**src/rtl/cond_unit.sv**
```systemverilog
// Condition/flag stage: holds the NZCV register, evaluates the instruction condition
// against it, gates the decoder write/PC controls and counts condition-failed instructions.
module cond_unit #(
    parameter int CNT_W = 16
) (
    input  logic             clk,
    input  logic             reset_n,
    input  logic             en,
    input  logic             flush,
    input  logic [3:0]       cond,
    input  logic [3:0]       alu_flags,
    input  logic [1:0]       flag_w,
    input  logic             pc_s,
    input  logic             reg_w,
    input  logic             mem_w,
    input  logic             no_write,
    output logic             pc_src,
    output logic             reg_write,
    output logic             mem_write,
    output logic             cond_ex,
    output logic [3:0]       flags,
    output logic             carry_in,
    output logic [CNT_W-1:0] skip_cnt
);

    logic [3:0]       flags_q, flags_d;
    logic [CNT_W-1:0] skip_q, skip_d;
    logic             condPass;
    logic             flagN, flagZ, flagC, flagV;

    assign {flagN, flagZ, flagC, flagV} = flags_q;

    // Condition is judged only on the registered flags; there is no bypass from alu_flags.
    always_comb begin
        condPass = 1'b0;
        unique case (cond)
            4'b0000: condPass = flagZ;
            4'b0001: condPass = ~flagZ;
            4'b0010: condPass = flagC;
            4'b0011: condPass = ~flagC;
            4'b0100: condPass = flagN;
            4'b0101: condPass = ~flagN;
            4'b0110: condPass = flagV;
            4'b0111: condPass = ~flagV;
            4'b1000: condPass = flagC & ~flagZ;
            4'b1001: condPass = ~flagC | flagZ;
            4'b1010: condPass = (flagN == flagV);
            4'b1011: condPass = (flagN != flagV);
            4'b1100: condPass = ~flagZ & (flagN == flagV);
            4'b1101: condPass = flagZ | (flagN != flagV);
            4'b1110: condPass = 1'b1;
            4'b1111: condPass = 1'b0;
            default: condPass = 1'b0;
        endcase
    end

    assign cond_ex   = condPass & ~flush;
    assign pc_src    = pc_s & cond_ex;
    assign reg_write = reg_w & cond_ex & ~no_write;
    assign mem_write = mem_w & cond_ex;
    assign flags     = flags_q;
    assign carry_in  = flags_q[1];
    assign skip_cnt  = skip_q;

    // NZ and CV halves update independently; a squashed instruction is not a skip.
    always_comb begin
        flags_d = flags_q;
        skip_d  = skip_q;
        if (en && cond_ex) begin
            if (flag_w[1]) flags_d[3:2] = alu_flags[3:2];
            if (flag_w[0]) flags_d[1:0] = alu_flags[1:0];
        end
        if (en && !flush && !condPass && (skip_q != {CNT_W{1'b1}})) begin
            skip_d = skip_q + CNT_W'(1);
        end
    end

    always_ff @(posedge clk or negedge reset_n) begin
        if (!reset_n) begin
            flags_q <= 4'b0000;
            skip_q  <= '0;
        end else begin
            flags_q <= flags_d;
            skip_q  <= skip_d;
        end
    end

endmodule

```
**config.mk**
```make
export PLATFORM = sky130hd
export DESIGN_NAME = cond_unit
export DESIGN_NICKNAME = d
export VERILOG_FILES = /design/src/rtl/cond_unit.sv
export SDC_FILE = /design/constraint.sdc
export NUM_CORES = 1
export LEC_CHECK = 0
export ABC_AREA = 1
export BUFFER_PORTS_ARGS = -buffer_cell sky130_fd_sc_hd__clkbuf_2
export CORE_UTILIZATION = 51
export DETAILED_ROUTE_END_ITERATION = 10
export PLACE_DENSITY = 0.79
export SYNTH_ARGS = -nofsm -noshare
export SYNTH_HDL_FRONTEND = slang
export SYNTH_SLANG_ARGS = --single-unit
```
**constraint.sdc**
```tcl
create_clock -name clk -period 1.9 [get_ports clk]
set_input_delay 0.38 -clock clk [delete_from_list [all_inputs] [get_ports clk]]
set_output_delay 0.38 -clock clk [all_outputs]
set_load 0.01 [all_outputs]
```
; ---- After elaboration in Yosys (flattened, before gate mapping)
; Cells that the tools add are included.
[totals]
mem_bits_ro = 0
register_bits = 20
wordCells = 47
memories = 0
latch_bits = 0
ramBits = 0
inputBits = 18
[classes]
bitwise_logic = 15
magnitude_cmp = 0
n_reduce_logical = 9
n_eq_ne = 18
n_shift = 0
addsub = 1
n_mul = 0
muxes = 1
div_mod_pow = 0
[op_table]
columns = op, count
row1 = "equality test 4 bit, second input constant", 8
row2 = "adder 16 x 1 -> 16 bit, second input constant", 1
row3 = "equality test 4 x 3 -> 1 bit, second input constant", 4
row4 = "!= test 16 bit, second input constant", 1
row5 = one-hot mux 1 bit (16 select lines), 1
row6 = "equality test 4 x 2 -> 1 bit, second input constant", 2
row7 = bitwise AND 1 bit, 7
row8 = inverter 1 bit, 6
row9 = "equality test 4 x 1 -> 1 bit, second input constant", 1
row10 = logical AND 1 bit, 4
row11 = zero test 4 bit, 1
row12 = AND reduction 2 bit, 2
row13 = zero test 1 bit, 2
row14 = bitwise OR 1 bit, 2
row15 = equality test 1 bit, 1
row16 = != test 1 bit, 1

; ---- Longest topological paths before layout
; Gate-level depths: netlist of the first run.
[logic_depth]
word_depth = 6
ltp_mapped = 14

; ---- Least setup slack after synthesis of the first run
; OpenSTA, ideal clock, no wires.
[synth_path]
path_type = register to output
from = register flags_q[2] (netlist: flags[2])
to = output port reg_write
path_stages_with_launch = 12
arrival_ns = 1.481
setup_slack_ns = 0.039
n_path_buf = 0
path_cell_list = dfrtp_1 -> nor3_1 -> nand2_1 -> nand2_1 -> nand2_1 -> nand3_1 -> nand2_1 -> nand2_2 -> nand2_4 -> nor2_4 -> nand2_1 -> nor2_1
[synth_between]
elab_chain_len = 6
word_cells_on_any_way = 9
[synth_rtl]
columns = item, line_no
row1 = from (decl), 26  ; logic [3:0] flags_q, flags_d;
row2 = from (signal assigned), 83  ; flags_q <= flags_d;
row3 = inverter 1 bit, "38, 45, 49"
row4 = "bitwise AND 1 bit, on equally long branches", "49, 45"
row5 = one-hot mux 1 bit (16 select lines) *, 36  ; unique case (cond)
row6 = bitwise AND 1 bit *, 57  ; assign cond_ex = condPass & ~flush;
row7 = named net cond_ex, 20  ; output logic cond_ex,
row8 = bitwise AND 1 bit * (2 in series), 59  ; assign reg_write = reg_w & cond_ex & ~no_write;
row9 = to (decl), 18  ; output logic reg_write,
; Mark *: on every way through the listed nets, which the timed path passes. The rest lies on a longest branch.

; ---- Final worst setup path of the first run
[layout_path]
from = register flags_q[2] (netlist: flags[2])
to = output port reg_write
[layout_between]
elab_chain_len = 6
word_cells_on_any_way = 9
[layout_rtl]
columns = item, line_no
row1 = inverter 1 bit, "38, 45, 49"
row2 = "bitwise AND 1 bit, on equally long branches", "49, 45"
row3 = one-hot mux 1 bit (16 select lines) *, 36
row4 = bitwise AND 1 bit *, 57
row5 = bitwise AND 1 bit * (2 in series), 59
; Every way passes the cells marked *; elsewhere a longest branch is shown, timed or not.

==> results of run 1 <==
[registers in the layout (all words and copies together) (netlist names)]
signal	flops
flags	4
skip_cnt	16
[cell type report]
cell class	count	area (um2)	area share, %
repair buffers	54	300.3	16.91
flip-flops and latches	20	501.7	28.26
inverters	19	71.32	4.017
multi-input cells	155	828.3	46.65
clock buffers	4	36.28	2.044
well taps	30	37.54	2.114
[metrics by stage]
step	worst slack [ns]	total power [mW]	cells	hold slack, ns
5_1_grt	-0.4973	1.630	282	0.05756
6_report	-0.2892	1.510	282	0.01281
3_5_place_dp	-0.07695	1.212	276	0.3774
4_1_cts	-0.3302	1.514	283	0.02567
2_1_floorplan	0.03948	0.9709	199	0.08441
3_3_place_gp	-0.04646	1.198	276	0.3803
[worst max path at each step]
stage,from,end,cells after the start
final,flags[2],reg_write,12
after global routing,flags[2],reg_write,12
after CTS,flags[3],reg_write,12
after detailed placement,cond[1],reg_write,13
after global placement,cond[1],reg_write,13
after floorplan,flags[2],reg_write,11
[synthesized netlist by cell type]
cell type,number,share of area (%)
nor2_4,1,0.79
nor3_2,1,0.70
o21ai_2,5,3.1
ha_1,1,0.88
nand3_2,3,2.1
nor2_2,2,0.88
inv_1,14,3.7
nand2_4,2,1.6
nor4_1,1,0.44
inv_2,4,1.1
xor2_1,4,2.5
o21ai_1,1,0.35
nand3b_1,1,0.53
o21a_1,1,0.53
a21oi_1,2,0.70
clkinv_1,1,0.26
o21ai_0,1,0.35
nor2_1,14,3.7
xnor2_1,10,6.2
buf_2,1,0.35
nand2_2,1,0.44
buf_6,2,1.6
or2_1,1,0.44
nand4_1,7,3.1
buf_4,2,1.1
dfrtp_1,20,35
nor3_1,3,1.1
nand2_1,72,19
nand3_1,21,7.4
[layer usage]
metal / up-vias / routed length, um / track usage (%)
li1: 740 / - / -
met1: 659 / 1395 / 29.43
met2: 40 / 1618 / 40.76
met3: 7 / 157 / 2.500
met4: 0 / 48 / 7.692
met5: - / 0 / 0
[worst max-delay path, cell delays in order, from the launching register on]
cell,delay (ns)
dfrtp_1,0.45
nor3_2,0.22
nand2_1,0.07
nand2_1,0.05
nand2_1,0.04
nand3_1,0.07
nand2_1,0.08
nand2_2,0.10
nand2_4,0.06
nor2_4,0.10
nand2_1,0.05
nor2_1,0.07
buf_2,0.13
[cell usage in the layout, fill, tap and decap left out, types with 2 or more instances in the layout]
master / instances
nand4_1: 7
dfrtp_1: 19
buf_4: 12
buf_2: 4
nand2_1: 70
clkbuf_4: 3
nand2_2: 3
inv_2: 6
nor2_1: 14
xor2_1: 4
nand3_2: 3
a21oi_1: 2
o21ai_2: 6
xnor2_1: 10
inv_1: 12
nor3_2: 2
nor3_1: 2
nand3_1: 21
nor2_2: 2
clkbuf_2: 38
[cells by family after synthesis]
logic type | synth area share [%]
XOR/XNOR | 8.634
AO/OA/AOI/OAI | 5.021
buffers and inverters | 8.016
adder cells (fa/ha/maj) | 0.8809
flip-flops | 35.24
AND/OR/NAND/NOR | 42.20
[timing repair]
| item | in CTS | in global routing |
|---|---|---|
| endpoints found under the setup margin | 4 | 20 |
| hold buffers | 0 | 0 |
| pin swaps | 2 | 2 |
| buffers inserted | 3 | 1 |
| gates resized for setup | 3 | 10 |
| cloned | 0 | 0 |
[power by group through the flow]
stage | combinational (mW) | clock [mW] | sequential, mW
3_3_place_gp | 0.603 | 0 | 0.595
2_1_floorplan | 0.338 | 0 | 0.633
4_1_cts | 0.661 | 0.267 | 0.586
3_5_place_dp | 0.615 | 0 | 0.597
5_1_grt | 0.747 | 0.280 | 0.604
6_report | 0.660 | 0.260 | 0.590
==> results.json, run 1 <==
{
  "io_pins": 43,
  "start_util_pct": 55.80,
  "maxSlewHeadroom_pct": 65.87,
  "timing.critical_path.required_ns": 1.52,
  "grt_use_total_pct": 23.30,
  "grt_pass1_vias": 1216,
  "drtIter0Drc": 35,
  "ir_drop_mv": 0.6716,
  "gp_congestion": 0.8234,
  "path_max_fanout": 5,
  "num-fill-cells": 239,
  "ys_types": 29,
  "p_int_mw": 0.9153,
  "design_area_um2": 1775,
  "fmax_mhz": 456.8,
  "synth_seq_area_share_pct": 35.24,
  "failed_checks": "negative setup slack",
  "hold_violations": 0,
  "tightest_slew_ns": 0.5119,
  "r2r-end": "skip_cnt[6]",
  "via_count": 1446,
  "clkSinkCount": 20,
  "drv_slew": 0,
  "status": "finished, violations left",
  "syn2layout_area_growth_pct": 25.02,
  "ant_nets": 0,
  "cts.path.max_buffers": 2,
  "clk-insertion-delay-late_ns": 0.31,
  "finalSetupViolCount": 4,
  "startpoint_type": "register",
  "cts_tree": "done",
  "p_switching_mw": 0.5943,
  "leakagePower_nw": 0.9464,
  "grt_pass1_wl_um": 4988,
  "min_period_over_period_pct": 115.2,
  "first_pass_iters": 4,
  "clkPwrFrac_pct": 17.2,
  "wl_per_cell_um": 11.42,
  "place_area_um2": 1700,
  "clkSlewWorstSetupHoldPaths_ns": 0.12,
  "antenna_found_initial": 0,
  "portBuffers": 42,
  "worst_hold_path_type": "in -> async",
  "grt_start_max_net_pins": 21,
  "core_area_um2": 2545,
  "syn_area_um2": 1420,
  "rsz0062_at_grt": "true",
  "critical_path_class": "reg -> out",
  "synth-seq-cells": 20,
  "p_per_area_nw_per_um2": 850.3,
  "tns_ns": -1.004,
  "place_hpwl_um": 2502,
  "fin_util_pct": 69.76,
  "finalClockSkew_ns": 0.002887,
  "grt-ovfl-total": 0,
  "die_area_um2": 3000,
  "fp.dieW_um": 54.77,
  "fp-row-count": 18,
  "syn_inst": 199,
  "combPwrFrac_pct": 43.7,
  "r2r_start": "flags[0]",
  "yosys_warnings": 0,
  "die_h_um": 54.77,
  "crit_arrival_ns": 1.81,
  "syn_nets": 218,
  "drc": 0,
  "p_seq_share_pct": 39.1,
  "htree_levels": 1,
  "routed_wl_um": 3220,
  "finalCriticalPeriod_ns": 2.189,
  "numCtsBuffers": 3,
  "switching_share_pct": 39.37,
  "finalNetCount": 272,
  "drt-vias-per-instance": 5.128,
  "setup_ws_ns": -0.2892,
  "reg2reg_depth": 14,
  "end_kind": "primary output",
  "drive_gt1_share_pct": 33.33,
  "antennaDiodeCount": 0,
  "cts_root_buf": "clkbuf_4",
  "avgSynthCellArea_um2": 7.136,
  "max_cap_viol_count": 0,
  "r2r_slack_ns": 0.13
}
No activity file was read; power rests on OpenSTA's default activity.
==> run 2, diff against run 1 <==
Settings changed: HOLD_SLACK_MARGIN from default to 0.06.
==> results.json, run 2 (synthesis gave the netlist of run 1 again) <==
{
  "layout_commonest_cell": "nand2_1",
  "finalCriticalPeriod_ns": 2.189,
  "design_area_um2": 1785,
  "ir_drop_mv": 0.6716,
  "clk-insertion-delay-late_ns": 0.31,
  "tightest_slew_ns": 0.5107,
  "fmax_mhz": 456.8,
  "maxSlewHeadroom_pct": 65.95,
  "stdcell_count": 283,
  "finalClockSkew_ns": 0.002887,
  "worst_hold_path_type": "in -> reg",
  "hold_slack_ns": 0.2911,
  "rsz0062_at_grt": "true",
  "via_count": 1448,
  "cts_tree": "done",
  "timing.critical_path.required_ns": 1.52,
  "clkSlewWorstSetupHoldPaths_ns": 0.12,
  "clkSinkCount": 20,
  "io_pins": 43,
  "drc": 0,
  "antennaDiodeCount": 0,
  "failed_checks": "negative setup slack",
  "place_hpwl_um": 2502,
  "drive_gt1_share_pct": 33.20,
  "ant_nets": 0,
  "antenna_found_initial": 0,
  "cp_num_buf_inv": 1,
  "num-fill-cells": 238,
  "routed_wl_um": 3227,
  "status": "finished, violations left",
  "fp-row-count": 18,
  "max_cap_viol_count": 0,
  "setup_ws_ns": -0.2892,
  "die_h_um": 54.77,
  "cp_top_family": "simple AND/OR/NAND/NOR gates",
  "largest_reg_flops": 16,
  "hold_violations": 0,
  "fp.dieW_um": 54.77,
  "tns_ns": -1.004,
  "crit_top_cell": "nand2_1",
  "p_per_area_nw_per_um2": 846.4,
  "wl_per_cell_um": 11.40,
  "syn2layout_area_growth_pct": 25.73,
  "drv_slew": 0,
  "drtIter0Drc": 35,
  "p_total_mw": 1.511,
  "crit_slowest_cell": "dfrtp_1",
  "min_period_over_period_pct": 115.2,
  "cts.path.max_buffers": 2,
  "crit_arrival_ns": 1.81,
  "grt-ovfl-total": 0,
  "grt_pass1_wl_um": 4988,
  "htree_levels": 1,
  "grt_start_max_net_pins": 21,
  "grt_pass1_vias": 1216,
  "mostFrequentLayoutCells": "nand2_1 (70), clkbuf_2 (38), nand3_1 (21)",
  "finalNetCount": 273,
  "end_kind": "primary output",
  "numCtsBuffers": 3,
  "cts_root_buf": "clkbuf_4",
  "place_inst": 276,
  "grt_use_total_pct": 23.30,
  "first_pass_iters": 4,
  "critPathMaxStageDelay_ns": 0.45,
  "die_area_um2": 3000,
  "portBuffers": 42,
  "startpoint_type": "register",
  "finalSetupViolCount": 4,
  "gp_congestion": 0.8234,
  "leakagePower_nw": 0.9506,
  "drt-vias-per-instance": 5.117,
  "core_area_um2": 2545,
  "start_util_pct": 55.80,
  "critical_path_class": "reg -> out",
  "path_max_fanout": 5,
  "place_area_um2": 1700,
  "cp_cell_sequence": "nor3_2, nand2_1, nand2_1, nand2_1, nand3_1, nand2_1, nand2_2, nand2_4, nor2_4, nand2_1, nor2_1, buf_2",
  "r2r_slack_ns": 0.13
}
==> run 2: layout make-up <==
cell class / count / area, um2 / area share [%]
multi-input combinational: 155 / 828.3 / 46.39
sequential: 20 / 501.7 / 28.10
timing repair buffer: 55 / 310.3 / 17.38
inverter: 19 / 71.32 / 3.994
tap: 30 / 37.54 / 2.102
clock buffer: 4 / 36.28 / 2.032
==> run 2: routing by layer <==
metal	share of wire, %	up-vias	track usage [%]
met5	0	-	0
met4	1.5	0	7.692
met3	4.8	7	2.500
met2	50	40	40.76
met1	43	659	29.43
li1	-	742	-
==> run 2: tightest hold or removal path, stage by stage <==
cell	delay, ns
clkbuf_2	0.08
nand4_1	0.08
nand2_1	0.04
==> run 2: per-stage QoR <==
step                worst slack [ns]  util, %
finish                       -0.2892    70.16
global route                 -0.4973    70.16
CTS                          -0.3302    70.06
detailed placement          -0.07695    66.81
global placement            -0.04646    66.81
floorplan                    0.03948        -
==> run 2: path summary, 6_finish.rpt <==
| kind | startpoint | end | cells after the start |
|---|---|---|---|
| setup / recovery | flags[2] | reg_write | 12 |
| hold / removal | alu_flags[1] | flags[1] | 3 |
| setup reg to reg | flags[0] | skip_cnt[6] | 14 |
| hold reg to reg | skip_cnt[7] | skip_cnt[7] | 2 |
| max in group asynchronous | reset_n | flags[3] | 2 |
| min in group asynchronous | reset_n | flags[0] | 2 |
==> run 2: what timing repair did <==
item / 4_1_cts / 5_1_grt
pin swaps: 2 / 2
setup buffers: 3 / 1
hold buffers: 1 / 0
endpoints found under the hold margin: 20 / 0
endpoints found under the setup margin: 4 / 20
resized for setup: 3 / 10
==> run 2: report_power, final <==
group	leakage [nW]	total [mW]	switching (mW)	internal (mW)
clock network	0.0210	0.260	0.143	0.117
logic	0.662	0.661	0.361	0.300
registers	0.268	0.590	0.0910	0.499
total	0.951	1.51	0.595	0.917
